## src/rtl/clk_reset_seq_pkg.sv

```systemverilog
// Shared types and sizing helpers for the staged reset sequencer.
// Imported by the sequencer top and reusable by neighbouring clock/reset logic.
package clk_reset_seq_pkg;

    typedef enum logic [1:0] {
        WAIT_LOCK = 2'd0,
        RELEASE   = 2'd1,
        RUN       = 2'd2
    } seq_state_e;

    localparam int unsigned RELOCK_W = 8;

    // One spare bit above the larger terminal count keeps the exact compares unambiguous.
    function automatic int unsigned cnt_width(input int unsigned a, input int unsigned b);
        int unsigned m;
        int unsigned w;
        m = (a > b) ? a : b;
        w = $clog2(m);
        return w + 1;
    endfunction

endpackage

```

## src/rtl/sync_2ff.sv

```systemverilog
// Two-flop synchroniser for a single asynchronous level, with synchronous active-low clear.
// Output settles two destination-clock edges after the input changes.
module sync_2ff (
    input  logic i_clk,
    input  logic i_rst_n,
    input  logic i_d,
    output logic o_q
);

    logic meta_q;
    logic sync_q;

    always_ff @(posedge i_clk) begin
        if (!i_rst_n) begin
            meta_q <= 1'b0;
            sync_q <= 1'b0;
        end else begin
            meta_q <= i_d;
            sync_q <= meta_q;
        end
    end

    assign o_q = sync_q;

endmodule

```

## src/rtl/clk_reset_sequencer.sv

```systemverilog
// Qualifies MMCM lock, then releases active-high resets one stage at a time (bit 0 first).
// Any loss of lock re-asserts every stage and bumps a saturating relock counter.
module clk_reset_sequencer
    import clk_reset_seq_pkg::*;
#(
    parameter int unsigned STAGES      = 3,
    parameter int unsigned LOCK_CYCLES = 1024,
    parameter int unsigned STAGE_GAP   = 16
) (
    input  logic                i_clk,
    input  logic                i_rst_n,
    input  logic                i_locked,
    output logic [STAGES-1:0]   o_rst,
    output logic                o_ready,
    output logic [RELOCK_W-1:0] o_relock_cnt
);

    localparam int unsigned CW = cnt_width(LOCK_CYCLES, STAGE_GAP);
    localparam int unsigned IW = $clog2(STAGES) + 1;

    localparam logic [CW-1:0] LOCK_TC  = CW'(LOCK_CYCLES - 1);
    localparam logic [CW-1:0] GAP_TC   = CW'(STAGE_GAP - 1);
    localparam logic [IW-1:0] IDX_LAST = IW'(STAGES - 1);

    seq_state_e          state_q, state_d;
    logic [CW-1:0]       cnt_q, cnt_d;
    logic [IW-1:0]       idx_q, idx_d;
    logic [STAGES-1:0]   rst_q, rst_d;
    logic                ready_q, ready_d;
    logic [RELOCK_W-1:0] relock_q, relock_d;
    logic                locked_s;

    sync_2ff u_lock_sync (
        .i_clk   (i_clk),
        .i_rst_n (i_rst_n),
        .i_d     (i_locked),
        .o_q     (locked_s)
    );

    always_ff @(posedge i_clk) begin
        if (!i_rst_n) begin
            state_q  <= WAIT_LOCK;
            cnt_q    <= '0;
            idx_q    <= '0;
            rst_q    <= '1;
            ready_q  <= 1'b0;
            relock_q <= '0;
        end else begin
            state_q  <= state_d;
            cnt_q    <= cnt_d;
            idx_q    <= idx_d;
            rst_q    <= rst_d;
            ready_q  <= ready_d;
            relock_q <= relock_d;
        end
    end

    always_comb begin
        state_d  = state_q;
        cnt_d    = cnt_q;
        idx_d    = idx_q;
        rst_d    = rst_q;
        ready_d  = ready_q;
        relock_d = relock_q;

        unique case (state_q)
            WAIT_LOCK: begin
                if (!locked_s) begin
                    cnt_d = '0;
                end else if (cnt_q == LOCK_TC) begin
                    state_d = RELEASE;
                    cnt_d   = '0;
                    idx_d   = '0;
                end else begin
                    cnt_d = cnt_q + CW'(1);
                end
            end

            RELEASE: begin
                if (!locked_s) begin
                    state_d = WAIT_LOCK;
                    cnt_d   = '0;
                    rst_d   = '1;
                    ready_d = 1'b0;
                    if (relock_q != '1) begin
                        relock_d = relock_q + RELOCK_W'(1);
                    end
                end else if (cnt_q == GAP_TC) begin
                    // Released bits form a contiguous low run from bit 0, so
                    // shifting in a zero clears exactly bit idx_q.
                    rst_d = rst_q << 1;
                    cnt_d = '0;
                    idx_d = idx_q + IW'(1);
                    if (idx_q == IDX_LAST) begin
                        state_d = RUN;
                        ready_d = 1'b1;
                    end
                end else begin
                    cnt_d = cnt_q + CW'(1);
                end
            end

            RUN: begin
                if (!locked_s) begin
                    state_d = WAIT_LOCK;
                    cnt_d   = '0;
                    rst_d   = '1;
                    ready_d = 1'b0;
                    if (relock_q != '1) begin
                        relock_d = relock_q + RELOCK_W'(1);
                    end
                end
            end

            default: begin
                state_d = WAIT_LOCK;
                cnt_d   = '0;
                rst_d   = '1;
                ready_d = 1'b0;
            end
        endcase
    end

    assign o_rst        = rst_q;
    assign o_ready      = ready_q;
    assign o_relock_cnt = relock_q;

endmodule

```

## config.mk

```make
export PLATFORM = sky130hd
export DESIGN_NAME = clk_reset_sequencer
export DESIGN_NICKNAME = d
export VERILOG_FILES = /design/src/rtl/clk_reset_seq_pkg.sv /design/src/rtl/sync_2ff.sv /design/src/rtl/clk_reset_sequencer.sv
export SDC_FILE = /design/constraint.sdc
export NUM_CORES = 1
export LEC_CHECK = 0
export CAP_MARGIN = 5
export CORE_UTILIZATION = 47
export DETAILED_ROUTE_END_ITERATION = 8
export DONT_BUFFER_PORTS = 1
export SYNTH_ARGS = -nofsm -noshare
export SYNTH_HDL_FRONTEND = slang
export SYNTH_SLANG_ARGS = --single-unit
```

## constraint.sdc

```tcl
create_clock -name i_clk -period 2.4 [get_ports i_clk]
set_input_delay 0.48 -clock i_clk [delete_from_list [all_inputs] [get_ports i_clk]]
set_output_delay 0.48 -clock i_clk [all_outputs]
set_load 0.01 [all_outputs]
```

* Word-level counts from Yosys, hierarchy flattened *
Index checks and enable logic that the tools add are counted.

storage, ports and cells
  bits in registers = 30
  input bits = 3
  output and inout port bits = 12

operators by class
  $add $sub $neg = 3
  equality and inequality tests = 13
  multiplexer cells = 27
  bitwise operators = 2
  reduce and logical (&&, ||, !) cells = 8

operators with widths
  operator               count
  $mux 11                5
  $pmux 11 s3            1
  $mux 3                 7
  $mux 2                 6
  $add 11x1->11 const B  1
  $eq 11x10->1 const B   1
  $eq 11x4->1 const B    1
  $reduce_and 5->1       2
  $pmux 3 s3             1
  $add 8x1->8 const B    1
  $ne 8x8->1 const B     1
  $ne 2x2->1 const B     3
  $ne 3x3->1 const B     2
  $pmux 2 s3             1
  $pmux 3 s2             1
  $reduce_and 3->1       2
  $mux 1                 4
  $ne 2x1->1 const B     2
  $reduce_and 4->1       1
  $add 3x1->3 const B    1
  $eq 3x2->1 const B     1
  $pmux 1 s3             1
  $eq 2x1->1 const B     1
  $eq 2x2->1 const B     1
  4 further kinds        5

* Logic depth before layout (Yosys ltp) *
Gate-level depths: netlist of run 1.

  depth in word-level cells = 5
  depth in mapped cells = 8

* Cells and area by module *
A second synthesis of run 1 with hierarchy kept.

second synthesis, totals
  cells, all modules = 208
  area, all modules = 1791.7 um^2

by module, submodules not included
  module               times used  cells an instance  area an instance (um^2)
  clk_reset_sequencer  1           204                1739.2
  sync_2ff             1           4                  52.6

* Worst setup path after synthesis of run 1 *
No wires, ideal clock.

  kind = register to register
  start point = register cnt_q[0]
  end point = register idx_q[2]
  library setup time = 0.070 ns
  arrival = 1.794 ns
  data required time = 2.330 ns
  slack = 0.536 ns
  cell stages (with the launch flop) = 7
  path buffers = 0
  cell sequence = dfxtp_1 > ha_1 > nand3_2 > nor4_4 > a31oi_1 > or4b_1 > a21boi_1

on the way
  word-level cells in the longest chain between the ends = 3
  elaborated cells between the ends (all ways) = 5
  those cells by class = eq/ne: 4; reduce/logical: 1

RTL lines
  element                                             RTL line                                              source
  start: declaration                                  clk_reset_sequencer.sv:26                             logic [CW-1:0] cnt_q, cnt_d;
  start signal: assignment                            clk_reset_sequencer.sv:50                             cnt_q <= cnt_d;
  $eq 11x4->1 / $eq 11x10->1 (equally long branches)  clk_reset_sequencer.sv:88, clk_reset_sequencer.sv:70
  $ne 2x2->1 (no line)                                n/a
  $reduce_and 5->1 (no line) *                        n/a
  end signal: assignment                              clk_reset_sequencer.sv:51                             idx_q <= idx_d;
  end: declaration                                    clk_reset_sequencer.sv:27                             logic [IW-1:0] idx_q, idx_d;

Mark *: on every way between the ends. The rest lies on a longest branch, timed or not.
A chain may end at the register's enable or synchronous reset.

* Worst setup path in the final report of run 1 *
Ends and elaborated chain as after synthesis.

==> metrics.md, run 1 <==
| Metric | Value |
|---|---|
| Status | finished clean |
| EDFF count, synth | 0 |
| Achievable Freq | 476 MHz |
| Nets | 200 |
| Setup bufs post-CTS | 0 |
| Fin crit share | 0.875 |
| Avg WL per Cell | 14.1 microns |
| # setup viols final | 0 |
| Slew margin rel. | 0.666 |
| Hold depth | 1 |
| Final Slew Violations | 0 |
| Worst-path cell chain | ha_1, nand3_2, nor4_4, a31oi_1, or4b_1, a21boi_1 |
| Min Clock Period, post-route | 2.10 ns |
| Crit. End Element | flop |
| Post-synth top flop | dfxtp_1 |
| Worst-margin pin slew | 0.499 ns |
| GRT Resource Usage Total | 0.205 |
| Netlist cell types | 43 |
| Std cell rows | 20 |
| IO Pins | 15 |
| Clk sinks | 30 |
| Global route overflow | 0 |
| Vias in the first global route | 1147 |
| Worst min path class | in2reg |
| Final hold violation count | 0 |
| Initial antenna violation count | 0 |
| Critical path's slowest cell | or4b_1 |
| Leakage | 0.572 nW |
| Synth top area cells | dfxtp_1 37%, ha_1 5.4%, nand2_1 5.1% |
| Setup crit start kind | flop |
| Placer Congestion | 0.780 |
| Area growth from synthesis to layout | 4.95% |
| Pre-CTS setup slack | 0.332 ns |
| Post-route ant nets | 0 |
| Post-Synthesis Cells | 192 |
| Synth top cells by count | 30 x dfxtp_1, 22 x nand2_1, 12 x nor3_1, 12 x o21ai_0, 10 x nand3_1 |
| Die area | 3680 sq um |
| Die height | 60.7 microns |
| Drt first pass iters | 4 |
| Hold path start | i_rst_n |
| Synthesis warning total | 0 |
| Vias per std cell | 5.91 |
| Dpl hpwl | 2370 microns |
| Number of buffers created by CTS | 5 |
| Number of remaining DRC errors | 0 |
| Slowest Stage Delay on Critical Path | 0.52 ns |
| Area share of the largest cell type after synthesis | 0.371 |
| Final worst slack | 0.301 ns |
| Reg-to-reg setup timing slack | 0.30 ns |
| WP data arrival | 2.37 ns |
| #FFs+latches synth | 30 |
| Clock Tree Root | clkbuf_4 |
| PD cells | 493 nW/um^2 |
| Layout cell share with drive strength beyond 1 | 0.0890 |
| Core area | 3150 sq um |
| Max_cap viols | 0 |
| Initial Util | 0.513 |
| Syn avg cell area | 8.43 sq um |
| I/O Buffers | 0 |
| Post-Route WL | 3300 microns |
| Chip Width | 60.7 microns |
| CP max FO | 5 |
| Register area share after synthesis | 0.371 |
| Vias | 1389 |
| Crit path required time | 2.68 ns |
| Post-synth ARST share | 0 |
| Pin count of the biggest net entering global routing | 36 |
| FF-to-FF path depth | 6 |
| Cts hold-fix bufs | 0 |
| Syn Nets | 202 |
| Worst r2r src | cnt_q[0]$_SDFFE_PN0N_ |
| Fill count | 315 |
| Inserted Diodes | 0 |
| Setup tns final | 0 ns |
| Leading area contributor after synthesis | dfxtp_1 |
| FF-to-FF End | idx_q[2]$_SDFFE_PN0P_ |
| Setup Skew | 0.0108 ns |
| RSZ-0062 raised after global routing | no |
| Clock Path Buffers | 2 |
| Worst Hold Path EP | o_rst[2]$_SDFFE_PN1P_ |
| Clk Latency, worst-skew pair | 0.34 ns |
| Peak supply drop | 299 uV |
| Most frequent cell after synthesis | dfxtp_1 |
| CTS tree | built |
| Reg clk slew, reported paths | 0.10 ns |
| H-tree Lvls | 2 |
| Setup CP Type | reg2reg |
| Synthesized area | 1620 sq um |
| First-pass GRT wire length | 5410 microns |
| Post-CTS sizing | 0 |
| Starting DRC count in detailed routing | 91 |
[report_power, final]
group	switching, mW	internal [mW]
sequential	0.00282	0.499
combinational	0.00461	0.00494
clock	0.184	0.141
[per-layer routing]
| metal | global-route usage | wire, microns | vias to the layer above |
|---|---|---|---|
| met2 | 0.284 | 1490 | 55 |
| met3 | 0.0661 | 219 | 5 |
| met1 | 0.283 | 1540 | 645 |
| li1 | - | - | 684 |
| met5 | 0 | 0 | - |
| met4 | 0.107 | 61 | 0 |
[worst max-delay path: cells and delay by family, from the launching register on]
family	cells	cell delay (ns)
AND/OR/NAND/NOR	3	1.09
flip-flops	1	0.39
AO/OA/AOI/OAI	2	0.31
adder cells (fa/ha/maj)	1	0.26
[kinds of logic after synthesis]
kind of cell,Yosys count,share of synthesized area
simple gates,92,0.316
compound gates,37,0.149
flops,30,0.371
buf+inv,13,0.0333
xor+xnor,7,0.0379
fa+ha+maj,7,0.0541
mux,6,0.0387
[placed cells by master (no fill, tap or decap), types with 3 or more instances in the layout]
cell / n
nor3_1: 12
nand3b_1: 3
nand3_1: 10
nand2_1: 22
nand4_1: 5
a21boi_0: 6
and2_1: 8
nor2_1: 9
dfxtp_1: 30
xnor2_1: 3
mux2i_1: 4
and3_1: 3
clkbuf_4: 5
o21ai_0: 12
xor2_1: 4
nor2b_1: 7
inv_1: 4
a31oi_1: 4
ha_1: 7
a21oi_1: 3
[state kept, by name, indices dropped and copies added, names as in the netlist]
| name | cells |
|---|---|
| o_ready | 1 |
| o_rst | 3 |
| idx_q | 3 |
| state_q | 2 |
| u_lock_sync.o_q | 1 |
| cnt_q | 11 |
| o_relock_cnt | 8 |
| u_lock_sync.meta_q | 1 |
[worst max-delay path by stage]
stage | startpoint | endpoint | slack, ns | cells past startpoint
after global placement | cnt_q[0]$_SDFFE_PN0N_ | idx_q[2]$_SDFFE_PN0P_ | 0.44 | 6
final | cnt_q[0]$_SDFFE_PN0N_ | idx_q[2]$_SDFFE_PN0P_ | 0.30 | 6
after detailed placement | cnt_q[0]$_SDFFE_PN0N_ | idx_q[2]$_SDFFE_PN0P_ | 0.33 | 6
after global routing | cnt_q[0]$_SDFFE_PN0N_ | idx_q[2]$_SDFFE_PN0P_ | 0.09 | 6
after CTS | cnt_q[0]$_SDFFE_PN0N_ | idx_q[2]$_SDFFE_PN0P_ | 0.32 | 6
after floorplan | cnt_q[0]$_SDFFE_PN0N_ | idx_q[2]$_SDFFE_PN0P_ | 0.54 | 6
[metrics by stage]
stage	hold WS (ns)	util	instance area, sq um	total power, mW	std cells
2_1_floorplan	0.412	-	1620	0.528	192
3_3_place_gp	0.425	0.518	1630	0.523	227
3_5_place_dp	0.426	0.518	1630	0.523	227
4_1_cts	0.194	0.538	1700	0.853	235
5_1_grt	0.192	0.538	1700	0.877	235
6_report	0.218	0.538	1700	0.836	235
[final cells by class]
type,count,area (sq um),share of cell area
clock buffers,6,51.3,0.0302
inverters,4,15.0,0.00884
well taps,44,55.1,0.0324
flip-flops and latches,30,601,0.354
multi-input cells,149,963,0.567
clock inverters,2,12.5,0.00737
No activity file was read; power rests on OpenSTA's default activity.
==> run 2, diff against run 1 <==
--- a/config.mk
+++ b/config.mk
@@ -9,6 +9,7 @@
 export CORE_UTILIZATION = 47
 export DETAILED_ROUTE_END_ITERATION = 8
 export DONT_BUFFER_PORTS = 1
+export SETUP_SLACK_MARGIN = 0.4
 export SYNTH_ARGS = -nofsm -noshare
 export SYNTH_HDL_FRONTEND = slang
 export SYNTH_SLANG_ARGS = --single-unit
==> run 2 against run 1 <==
- sequential power is essentially flat
- first-iteration DRC count down 5.5%
- die area unchanged
- largest cell class unchanged
- largest power group unchanged
==> metrics.md, run 2 (same netlist as run 1, synthesis figures left out) <==
| Metric | Value |
|---|---|
| Max FFs per register | 11 (unchanged) |
| GRT Resource Usage Total | 0.205 (unchanged) |
| H-tree Lvls | 2 (unchanged) |
| Pin count of the biggest net entering global routing | 36 (unchanged) |
| Non-Filler Instances | 237 (+0.85%) |
| Area growth from synthesis to layout | 7.73% |
| Avg WL per Cell | 14.1 microns (+0.36%) |
| Final hold violation count | 0 (unchanged) |
| Leakage | 0.583 nW (+2.0%) |
| Initial Util | 0.513 (unchanged) |
| I/O Buffers | 0 (unchanged) |
| Reg clk slew, reported paths | 0.10 ns (about the same) |
| First-pass GRT wire length | 5410 microns (unchanged) |
| IO Pins | 15 (unchanged) |
| Starting DRC count in detailed routing | 86 (-5.5%) |
| Dpl hpwl | 2370 microns (unchanged) |
| Nets | 202 (+1.0%) |
| Max_cap viols | 0 (unchanged) |
| Final Slew Violations | 0 (unchanged) |
| Vias in the first global route | 1146 (-0.087%) |
| Core area | 3150 sq um (unchanged) |
| Vias | 1411 (+1.6%) |
| Placed Cells | 227 (unchanged) |
| Crit. End Element | flop |
| Clock Tree Root | clkbuf_4 |
| Setup tns final | 0 ns (unchanged) |
| Largest reg by FF count | cnt_q |
| RSZ-0062 raised after global routing | yes |
| Worst-margin pin slew | 0.554 ns (+0.0551 ns) |
| Clk Latency, worst-skew pair | 0.34 ns (about the same) |
| CP max FO | 9 (+4) |
| Inserted Diodes | 0 (unchanged) |
| Placer Congestion | 0.780 (unchanged) |
| Setup CP Type | reg2reg |
| Number of buffers created by CTS | 5 (unchanged) |
| Post-route ant nets | 0 (unchanged) |
| Clock Path Buffers | 2 (unchanged) |
| Commonest non-fill, non-tap cell in the layout | dfxtp_1 |
| Die area | 3680 sq um (unchanged) |
| Most frequent cells in the layout | 28 x dfxtp_1, 21 x nand2_1, 12 x nor3_1, 12 x o21ai_0, 10 x nand3_1 |
| Status | finished clean |
| Layout cell share with drive strength beyond 1 | 0.124 (+0.0353) |
| Chip Width | 60.7 microns (unchanged) |
| Worst min path class | in2reg |
| Fin crit share | 0.789 (-0.0858) |
| Post-Route WL | 3340 microns (+1.2%) |
| Drt first pass iters | 4 (unchanged) |
| Die height | 60.7 microns (unchanged) |
| Vias per std cell | 5.95 (+0.73%) |
| Global route overflow | 0 (unchanged) |
| Slew margin rel. | 0.629 (-0.0369) |
| Min Clock Period, post-route | 1.89 ns (-0.206 ns) |
| Crit path required time | 2.65 ns (-0.03 ns) |
| Setup crit start kind | flop |
| Number of remaining DRC errors | 0 (unchanged) |
| Achievable Freq | 528 MHz (+11%) |
| Peak supply drop | 299 uV (+0.23%) |
| WP data arrival | 2.14 ns (-0.23 ns) |
| PD cells | 481 nW/um^2 (-2.4%) |
| Setup Skew | 0.00952 ns (-0.00133 ns) |
| Std cell rows | 20 (unchanged) |
| Clk sinks | 30 (unchanged) |
| Initial antenna violation count | 0 (unchanged) |
| CTS tree | built |
| # setup viols final | 0 (unchanged) |
## run 2: cell count changes in the layout (fill, tap and decap cells not counted)
cell	before	now
a211oi_1	1	0
a211oi_2	0	1
buf_4	0	2
o22ai_2	1	0
dfxtp_2	0	2
o22ai_4	0	1
nand2_2	0	1
ha_4	0	1
dfxtp_1	30	28
ha_1	7	6
nand2_1	22	21
## run 2: power breakdown
part           internal, mW  total [mW]  switching (mW)  leakage (nW)
combinational       0.00555      0.0103         0.00478         0.306
clock                 0.141       0.325           0.185        0.0343
sequential            0.500       0.503         0.00323         0.243
## run 2: timing repair
item                       CTS  global route
resized for setup            0             7
pin swaps                    1             1
buffers inserted             0             2
setup endpoints to repair    1            10
gates cloned                 0             0
hold buffers                 0             0
## run 2: worst paths after layout
path | depth (start not counted) | end | slack (ns) | from
max | 7 | o_ready$_SDFFE_PN0P_ | 0.51 | state_q[1]$_SDFFE_PN0P_
max reg2reg | 7 | o_ready$_SDFFE_PN0P_ | 0.51 | state_q[1]$_SDFFE_PN0P_
min reg2reg | 1 | u_lock_sync.o_q$_SDFF_PN0_ | 0.45 | u_lock_sync.meta_q$_SDFF_PN0_
min | 1 | o_rst[2]$_SDFFE_PN1P_ | 0.22 | i_rst_n
## run 2: per-stage QoR
step	setup WS (ns)	hold WS (ns)	instance area, sq um	utilization	total power [mW]
detailed placement	0.332	0.426	1630	0.518	0.523
global route	0.328	0.196	1740	0.553	0.876
global placement	0.441	0.425	1630	0.518	0.523
floorplan	0.536	0.412	1620	-	0.528
CTS	0.437	0.194	1700	0.538	0.853
finish	0.507	0.216	1740	0.553	0.838
## run 2: cell type report
cell class	count	area, sq um
Fill cell	308	1410
Multi-Input combinational cell	149	991
Sequential cell	30	603
Tap cell	44	55.1
Clock buffer	6	51.3
Timing Repair Buffer	2	15.0
Inverter	4	15.0
Clock inverter	2	12.5
## run 2: routing by layer
layer  part of all wire  GRT usage
met3              0.068     0.0661
met1               0.47      0.283
met2               0.43      0.284
met5                  0          0
met4              0.033      0.107
## run 2: worst max-delay path: stages, from the launching register on
cell and delay (ns):
dfxtp_1 0.34, inv_1 0.08, ha_1 0.30, nand2_2 0.20, a31oi_1 0.49, nor3_1 0.15
a21oi_1 0.17, nor2_1 0.06
